--- src/rtl/tx_arb_pkg.sv ---
// Shared definitions for the UART tx-line arbiter: FSM encoding, source ids,
// default guard/timeout derived from the system clock and baud rate.
package tx_arb_pkg;

    typedef enum logic [1:0] {
        ST_IDLE  = 2'd0,
        ST_GRANT = 2'd1,
        ST_GUARD = 2'd2
    } arb_state_e;

    localparam int SRC_CMD  = 0;
    localparam int SRC_DATA = 1;

    localparam int unsigned CLK_HZ = 50_000_000;
    localparam int unsigned BAUD   = 9600;

    // One bit time of idle line between frames; the timeout (12 ms) is far
    // longer than any legitimate frame so it only fires on a hung source.
    localparam int unsigned DEF_GUARD_CYCLES = CLK_HZ / BAUD;
    localparam int unsigned DEF_TIMEOUT      = (CLK_HZ / 1000) * 12;

    function automatic int cnt_width(input int timeout, input int guard);
        int m;
        m = (timeout > guard) ? timeout : guard;
        if (m < 2) m = 2;
        return $clog2(m);
    endfunction

endpackage

--- src/rtl/tx_arbiter_if.sv ---
// Request/grant/serial bundle between the two UART sources and the arbiter.
interface tx_arbiter_if;
    logic [1:0] req;
    logic [1:0] done;
    logic [1:0] tx_in;
    logic [1:0] grant;
    logic       tx;
    logic       busy;
    logic       timeout_err;

    modport slave (
        input  req, done, tx_in,
        output grant, tx, busy, timeout_err
    );

    modport master (
        output req, done, tx_in,
        input  grant, tx, busy, timeout_err
    );
endinterface

--- src/rtl/tx_arbiter.sv ---
// Round-robin owner of the shared UART tx line: one frame per grant, a guard
// gap after every grant, and a watchdog that reclaims the line from a hung source.
module tx_arbiter
    import tx_arb_pkg::*;
#(
    parameter int unsigned GUARD_CYCLES = DEF_GUARD_CYCLES,
    parameter int unsigned TIMEOUT      = DEF_TIMEOUT
) (
    input  logic         clk,
    input  logic         rst,
    tx_arbiter_if.slave  bus
);

    localparam int CW = cnt_width(int'(TIMEOUT), int'(GUARD_CYCLES));

    localparam logic [1:0] IDLE  = ST_IDLE;
    localparam logic [1:0] GRANT = ST_GRANT;
    localparam logic [1:0] GUARD = ST_GUARD;

    localparam logic [CW-1:0] TO_LOAD    = CW'(TIMEOUT - 1);
    localparam logic [CW-1:0] GUARD_LOAD = CW'((GUARD_CYCLES > 0) ? GUARD_CYCLES - 1 : 0);

    logic [1:0]    state_q, state_d;
    logic [CW-1:0] cnt_q, cnt_d;
    logic          last_q, last_d;
    logic          owner_q, owner_d;
    logic          tx_q, tx_d;
    logic          terr_q, terr_d;

    logic          winner;
    logic          own_done;
    logic          own_req;

    // On contention the source that was not served last wins.
    assign winner   = (bus.req == 2'b11) ? ~last_q : bus.req[SRC_DATA];
    assign own_done = bus.done[owner_q];
    assign own_req  = bus.req[owner_q];

    always_comb begin
        state_d = state_q;
        cnt_d   = cnt_q;
        last_d  = last_q;
        owner_d = owner_q;
        tx_d    = 1'b1;
        terr_d  = 1'b0;
        case (state_q)
            IDLE: begin
                if (|bus.req) begin
                    owner_d = winner;
                    state_d = GRANT;
                    cnt_d   = TO_LOAD;
                end
            end
            GRANT: begin
                tx_d = bus.tx_in[owner_q];
                // Completion outranks both abort and timeout.
                if (own_done || !own_req || (cnt_q == '0)) begin
                    terr_d  = !own_done && own_req;
                    last_d  = owner_q;
                    state_d = (GUARD_CYCLES == 0) ? IDLE : GUARD;
                    cnt_d   = GUARD_LOAD;
                end else begin
                    cnt_d = cnt_q - 1'b1;
                end
            end
            GUARD: begin
                if (cnt_q == '0) begin
                    state_d = IDLE;
                end else begin
                    cnt_d = cnt_q - 1'b1;
                end
            end
            default: begin
                state_d = IDLE;
                cnt_d   = '0;
            end
        endcase
    end

    always_ff @(posedge clk or negedge rst) begin
        if (!rst) begin
            state_q <= IDLE;
            cnt_q   <= '0;
            last_q  <= 1'b1;
            owner_q <= 1'b0;
            tx_q    <= 1'b1;
            terr_q  <= 1'b0;
        end else begin
            state_q <= state_d;
            cnt_q   <= cnt_d;
            last_q  <= last_d;
            owner_q <= owner_d;
            tx_q    <= tx_d;
            terr_q  <= terr_d;
        end
    end

    generate
        for (genvar gi = 0; gi < 2; gi++) begin : g_grant
            assign bus.grant[gi] = (state_q == GRANT) && (owner_q == 1'(gi));
        end
    endgenerate

    assign bus.tx          = tx_q;
    assign bus.busy        = (state_q != IDLE);
    assign bus.timeout_err = terr_q;

endmodule

--- src/flat_wrapper.sv ---
// flat-port wrapper written by rule: the top's interface ports become plain ports
module tx_arbiter_flat import tx_arb_pkg::*;
#(
    parameter int unsigned GUARD_CYCLES = DEF_GUARD_CYCLES,
    parameter int unsigned TIMEOUT      = DEF_TIMEOUT
)
  (clk, rst, bus_req, bus_done, bus_tx_in, bus_grant, bus_tx, bus_busy, bus_timeout_err);
  tx_arbiter_if bus_i ();
  input  logic clk;
  input  logic rst;
  input wire logic [$bits(bus_i.req)-1:0] bus_req;
  input wire logic [$bits(bus_i.done)-1:0] bus_done;
  input wire logic [$bits(bus_i.tx_in)-1:0] bus_tx_in;
  output wire logic [$bits(bus_i.grant)-1:0] bus_grant;
  output wire logic [$bits(bus_i.tx)-1:0] bus_tx;
  output wire logic [$bits(bus_i.busy)-1:0] bus_busy;
  output wire logic [$bits(bus_i.timeout_err)-1:0] bus_timeout_err;
  assign bus_i.req = bus_req;
  assign bus_i.done = bus_done;
  assign bus_i.tx_in = bus_tx_in;
  assign bus_grant = bus_i.grant;
  assign bus_tx = bus_i.tx;
  assign bus_busy = bus_i.busy;
  assign bus_timeout_err = bus_i.timeout_err;
  tx_arbiter #(.GUARD_CYCLES(GUARD_CYCLES), .TIMEOUT(TIMEOUT)) u_core (.clk(clk), .rst(rst), .bus(bus_i));
endmodule
--- config.mk ---
export PLATFORM = sky130hd
export DESIGN_NAME = tx_arbiter_flat
export DESIGN_NICKNAME = d
export VERILOG_FILES = /design/src/rtl/tx_arb_pkg.sv /design/src/rtl/tx_arbiter_if.sv /design/src/rtl/tx_arbiter.sv /design/src/flat_wrapper.sv
export SDC_FILE = /design/constraint.sdc
export NUM_CORES = 1
export LEC_CHECK = 0
export ABC_AREA = 1
export CORE_ASPECT_RATIO = 0.9
export CORE_MARGIN = 1.5
export CORE_UTILIZATION = 58
export CTS_CLUSTER_DIAMETER = 120
export CTS_CLUSTER_SIZE = 30
export DETAILED_ROUTE_END_ITERATION = 6
export GPL_TIMING_DRIVEN = 0
export PLACE_DENSITY = 0.79
export SYNTH_ARGS = -nofsm -noshare
export SYNTH_HDL_FRONTEND = slang
export SYNTH_SLANG_ARGS = --single-unit
--- constraint.sdc ---
create_clock -name clk -period 1.9 [get_ports clk]
set_clock_uncertainty 0.2 [all_clocks]
set_input_delay 0.19 -clock clk [delete_from_list [all_inputs] [get_ports clk]]
set_output_delay 0.19 -clock clk [all_outputs]
set_load 0.01 [all_outputs]
==> flow_summary.yaml, run 1 <==
clock_network:
  cts_buffer_depth: 2
  clk_pin_slew_worst_paths_ns: 0.15
  cts-hold-fix-buffers: 0
  root_buffer: "clkbuf_4"
  clk-insertion-delay-late_ns: 0.33
  cts_sinks: 26
  htreeDepth: 1
  cts_buffers: 3
  tritoncts: "built"
grt:
  grt_pass1_wl_mm: 6.93
  grt_max_degree: 27
  grt_usage: 0.243
  first_global_vias: 1511
  overflow: 0
  antenna_found_initial: 0
yosys:
  synth_edf_count: 0
  synth_top_family_by_area: "simple AND/OR/NAND/NOR gates"
  synth-simple-area-share: 0.471
  synth_fa_ha_area_frac: 0.0134
  synth_async_sr_flop_share: 1.00
  synth_cell_types: 25
  synth_compound_area_frac: 0.0490
  muxShareOfSynthArea: 0
  synth_seq_cells: 26
  syn_nets: 281
  synth_warnings: 0
  synth-xor-area-share: 0.0423
  syn_area_um2: 1860
  synth_area_per_cell_um2: 6.87
  synth_cells: 271
  synth_ff_type: "dfrtp_1"
  seq_area_frac_synth: 0.351
cells_and_area:
  stdcell_count: 341
  drive_above_1_share: 0.247
  syn2layout_area_growth_pct: 20.5
  insertedDiodeCount: 0
  nNetsFinal: 310
  final_design_area_no_fill_um2: 2240
sta:
  fin_hold_ws_ns: 0.188
  finalHoldViolCount: 0
  layout_setup_ws_ns: 0.102
  worst_slew_pin_slew_ns: 1.19
  fin_crit_ns: 1.80
  slew_violations: 0
  slew-limit-headroom: 0.203
  max_freq_mhz: 556
  post-route-period-util: 0.946
  finalSetupViolCount: 0
worst_hold_path:
  hold_class: "input port to register"
setup_path:
  cpMostUsedCell: "nand2_1"
  arrival_ns: 1.84
  critPathMaxFanout: 10
  critPathCaptureType: "register"
  critPathLaunchType: "register"
  crit_chain: "inv_2 -> ha_4 -> nand3_1 -> nor2_1 -> nand3b_1 -> nand2_2 -> nand2_4 -> nand2_1 -> nand2_1 -> nand2_1 -> nand2_1"
  worst_path_largest_cell_delay_ns: 0.40
  crit_required_ns: 1.94
  cp_slowest_cell: "dfrtp_1"
  path_class: "register to register"
route:
  drc_errors: 0
  routed_via_density: 5.13
  ant_nets: 0
  wl_per_cell_um: 12.6
  wl_mm: 4.29
  vias: 1749
  drt_iter0_drc: 98
  dr.pass1.iters: 4
floorplan:
  dieArea_um2: 3560
  io_pins: 13
  start_util: 0.608
  core_um2: 3070
  fp-row-count: 19
  die_h_um: 56.8
  dieWidth_um: 62.7
power:
  peakVddDrop_mv: 0.893
  p_leak_nw: 1.07
  powerDensity_nw_per_um2: 1420
placement:
  place_area_um2: 2040
  place_hpwl_mm: 2.98
  dp.cells: 325
  gp_congestion: 0.910
  io_buffers: 12
  dp_slack_ns: -0.155
run_status:
  status: "complete, no violations"
flow_run:
  cap_violations: 0
[through the flow]
| step | util | total power, W | setup TNS [ns] |
|---|---|---|---|
| 6_report | 0.732 | 0.00319 | 0 |
| 5_1_grt | 0.732 | 0.00345 | -0.0549 |
| 4_1_cts | 0.687 | 0.00299 | 0 |
| 3_5_place_dp | 0.664 | 0.00264 | -1.06 |
| 3_3_place_gp | 0.664 | 0.00261 | -1.09 |
| 2_1_floorplan | - | 0.00224 | 0 |
[timing repair]
item                       in CTS  in global routing
gates resized for setup        12                 22
setup endpoints to repair      21                 21
buffers inserted                3                  9
pin swaps                       4                  5
[area by class of cell]
cell class / instances / area (um^2)
repair buffers: 24 / 203
well taps: 42 / 52.6
flip-flops and latches: 26 / 657
clock buffers: 4 / 36.3
inverters: 26 / 100
fillers: 232 / 822
plain buffers: 4 / 41.3
multi-input cells: 215 / 1150
[cell families (layout without fill, tap and decap cells)]
logic type | after synthesis | count (layout)
xor+xnor | 9 | 9
flops | 26 | 26
simple gates | 190 | 190
buf+inv | 30 | 58
fa+ha+maj | 2 | 2
compound gates | 14 | 14
[state kept, by name, summed over array words and instances, names as in the netlist]
| register | count |
|---|---|
| u_core.bus.timeout_err | 1 |
| u_core.bus.tx | 1 |
| u_core.cnt_q | 20 |
| u_core.last_q | 1 |
| u_core.owner_q | 1 |
| u_core.state_q | 2 |
[final timing paths]
path	startpoint	end	slack, ns	cells after the start
max in group asynchronous	rst	u_core.cnt_q[10]	0.45	1
min	bus_tx_in[1]	u_core.bus.tx	0.19	3
min in group asynchronous	rst	u_core.cnt_q[19]	0.27	1
max reg2reg	u_core.cnt_q[0]	u_core.cnt_q[16]	0.10	11
min reg2reg	u_core.last_q	u_core.last_q	0.31	2
max	u_core.cnt_q[0]	u_core.cnt_q[16]	0.10	11
[worst max-delay path, delay by kind of cell (launching register included)]
| kind | cells | cell delay (ns) |
|---|---|---|
| flip-flops | 1 | 0.40 |
| buffers and inverters | 1 | 0.15 |
| adder cells (fa/ha/maj) | 1 | 0.17 |
| AND/OR/NAND/NOR | 9 | 0.77 |
[cells in the mapped netlist (all sizes together) (3+ instances only)]
cell type	instances	area share
inv	26	0.054
nand3	21	0.056
o21ai	11	0.040
nor2	42	0.11
xor2	6	0.028
xnor2	3	0.014
dfrtp	24	0.32
nand4	7	0.032
buf	4	0.020
nand2	116	0.26
[layer usage]
metal | up-vias | wire [um] | share of wire | GRT usage
met2 | 49 | 1960 | 0.46 | 0.401
met1 | 790 | 2060 | 0.48 | 0.347
met4 | 0 | 43 | 0.010 | 0.0349
li1 | 904 | - | - | -
met5 | - | 0 | 0 | 0
met3 | 6 | 227 | 0.053 | 0.0381
[layout by cell type (no fill, tap or decap)]
| cell | count |
|---|---|
| a21oi_1 | 2 |
| buf_4 | 13 |
| buf_6 | 3 |
| clkbuf_2 | 1 |
| clkbuf_4 | 3 |
| clkbuf_8 | 1 |
| clkdlybuf4s50_1 | 9 |
| dfrtp_1 | 21 |
| dfrtp_2 | 3 |
| dfstp_2 | 2 |
| dlygate4sd2_1 | 2 |
| ha_4 | 2 |
| inv_1 | 21 |
| inv_2 | 4 |
| inv_4 | 1 |
| nand2_1 | 103 |
| nand2_2 | 10 |
| nand2_4 | 3 |
| nand3_1 | 20 |
| nand3_2 | 1 |
| nand3b_1 | 2 |
| nand4_1 | 6 |
| nand4_4 | 1 |
| nor2_1 | 22 |
| nor2_2 | 11 |
| nor2_4 | 9 |
| nor3_1 | 1 |
| nor3_2 | 1 |
| o21ai_0 | 6 |
| o21ai_2 | 5 |
| o21bai_1 | 1 |
| xnor2_1 | 3 |
| xor2_1 | 6 |
[where the power goes]
| part | internal [W] | switching [W] | leakage [nW] |
|---|---|---|---|
| Sequential | 0.000779 | 0.000251 | 0.314 |
| Clock | 0.000117 | 0.000178 | 0.0210 |
| Combinational | 0.000722 | 0.00115 | 0.740 |
Power figures use the tool's default switching activity.
==> inputs of run 2 (changes only) <==
--- a/config.mk
+++ b/config.mk
@@ -17,3 +17,4 @@
 export SYNTH_ARGS = -nofsm -noshare
 export SYNTH_HDL_FRONTEND = slang
 export SYNTH_SLANG_ARGS = --single-unit
+export TNS_END_PERCENT = 10
==> constraint.sdc (replaced) <==
create_clock -name clk -period 1.9 [get_ports clk]
set_clock_uncertainty 0.2 [all_clocks]
set_input_delay 0.38 -clock clk [delete_from_list [all_inputs] [get_ports clk]]
set_output_delay 0.38 -clock clk [all_outputs]
set_load 0.01 [all_outputs]
==> run 2 against run 1 <==
The flow now finishes with violations (setup timing); clock power about the same; total power grew 0.43%; sequential power barely moved; final area fell by 1.4%; via count is 0.40% lower; setup slack worse by 0.12 ns; critical endpoint is now bus_busy; largest cell class unchanged.
==> flow_summary.yaml, run 2 (synthesis gave the netlist of run 1 again) <==
clock_network:
  cts-hold-fix-buffers: 0
  root_buffer: "clkbuf_4"
  clk-insertion-delay-late_ns: 0.33
  cts_sinks: 26
  cts_buffer_depth: 2
  tritoncts: "built"
  cts_buffers: 3
  htreeDepth: 1
  clk_pin_slew_worst_paths_ns: 0.15
route:
  vias: 1742
  wl_mm: 4.30
  ant_nets: 0
  wl_per_cell_um: 12.7
  routed_via_density: 5.14
  dr.pass1.iters: 4
  drt_iter0_drc: 91
  drc_errors: 0
placement:
  gp_congestion: 0.910
  place_hpwl_mm: 2.98
  io_buffers: 12
cells_and_area:
  largest_reg_flops: 20
  nNetsFinal: 308
  fin_util: 0.722
  syn2layout_area_growth_pct: 18.8
  insertedDiodeCount: 0
  drive_above_1_share: 0.249
  largest_register: "u_core.cnt_q"
  final_common_cell: "nand2_1"
  final_cell_mix: "nand2_1, dfrtp_1, nor2_1"
  reg.largest.list: "u_core.cnt_q (20), u_core.state_q (2)"
sta:
  post-route-period-util: 1.01
  layout_setup_ws_ns: -0.0144
  slew-limit-headroom: 0.219
  finalSetupViolCount: 1
  fin_tns_setup_ns: -0.0144
  grt_setup_unrepaired: "true"
  fin_crit_ns: 1.91
  finalHoldViolCount: 0
  slew_violations: 0
  fin_hold_ws_ns: 0.307
  worst_slew_pin_slew_ns: 1.17
  max_freq_mhz: 522
setup_path:
  crit_family: "buffers and inverters"
  critPathLaunchType: "register"
  path_class: "register to output port"
  crit_chain: "buf_4 -> nor2_4 -> inv_4 -> buf_8 -> buf_6"
  critPathCaptureType: "output port"
  arrival_ns: 1.33
  rr_worst_depth: 10
  cp.depth: 5
  worst_path_largest_cell_delay_ns: 0.42
  crit_required_ns: 1.32
  crit_buf_inv: 4
  cp_slowest_cell: "dfrtp_1"
  critPathMaxFanout: 10
power:
  powerDensity_nw_per_um2: 1450
  p_total_w: 0.00321
  p_leak_nw: 1.06
  peakVddDrop_mv: 0.885
floorplan:
  core_um2: 3070
  io_pins: 13
  die_h_um: 56.8
  dieWidth_um: 62.7
  fp-row-count: 19
  dieArea_um2: 3560
  start_util: 0.608
grt:
  antenna_found_initial: 0
  use_met2: 0.415
  met1_usage: 0.341
  grt_pass1_wl_mm: 7.08
  grt_max_degree: 27
  met3_usage: 0.0441
  globalRoute.busiestLayer: "met2"
  first_global_vias: 1564
  overflow: 0
  grt_usage: 0.248
run_status:
  status: "finished with violations"
  violations: "setup timing"
worst_hold_path:
  holdPathStages: 2
  hold_class: "register to register"
flow_run:
  cap_violations: 0
==> run 2: final timing paths <==
path	endpoint	slack (ns)	startpoint
max	bus_busy	-0.01	u_core.state_q[0]
min	u_core.last_q	0.31	u_core.last_q
max reg2reg	u_core.cnt_q[16]	0.07	u_core.cnt_q[12]
min reg2reg	u_core.last_q	0.31	u_core.last_q
max in group asynchronous	u_core.cnt_q[19]	0.36	rst
min in group asynchronous	u_core.owner_q	0.45	rst
==> run 2: tightest hold or removal path, cell delays in order (launching register included) <==
cell and delay [ns]:
dfstp_2 0.40, nand2_1 0.05, o21ai_0 0.07
==> run 2: routing by layer <==
layer / up-vias / part of all wire
met4: 0 / 0.0040
met3: 2 / 0.059
met2: 54 / 0.47
met5: - / 0
li1: 903 / -
met1: 783 / 0.47
==> run 2: stage by stage <==
stage	instance area [um^2]	instances	setup slack, ns
after floorplan	1860	271	0.139
after global placement	2040	325	-0.349
after detailed placement	2040	325	-0.345
after CTS	2130	334	0.00278
after global routing	2210	339	-0.0665
final	2210	339	-0.0144
==> run 2: report_power, final <==
part           leakage (nW)  switching, W  internal (W)
Combinational         0.725       0.00114      0.000748
Sequential            0.318      0.000244      0.000775
Clock                0.0210      0.000180      0.000117
Total                  1.06       0.00157       0.00164
==> run 2: area by class of cell <==
| cell class | instances | area (um^2) |
|---|---|---|
| timing repair buffer | 22 | 185 |
| buffer | 4 | 48.8 |
| fill | 246 | 853 |
| inverter | 26 | 103 |
| sequential | 26 | 653 |
| clock buffer | 4 | 36.3 |
| tap | 42 | 52.6 |
| multi-input combinational | 215 | 1130 |
==> run 2: what timing repair did <==
action / CTS / global route
setup buffers: 5 / 5
gates resized for setup: 23 / 21
endpoints found under the setup margin: 22 / 23
endpoints found under the hold margin: 0 / 0
pin swaps: 3 / 5
==> inputs of run 3 (changes only) <==
--- a/config.mk
+++ b/config.mk
@@ -10,9 +10,10 @@
 export CORE_MARGIN = 1.5
 export CORE_UTILIZATION = 58
 export CTS_CLUSTER_DIAMETER = 120
-export CTS_CLUSTER_SIZE = 30
+export CTS_CLUSTER_SIZE = 10
 export DETAILED_ROUTE_END_ITERATION = 6
 export GPL_TIMING_DRIVEN = 0
+export HOLD_SLACK_MARGIN = 0.12
 export PLACE_DENSITY = 0.79
 export SYNTH_ARGS = -nofsm -noshare
 export SYNTH_HDL_FRONTEND = slang
==> results of run 3 <==
Same layout as run 2: the final DEF is identical, and so are final timing and power.
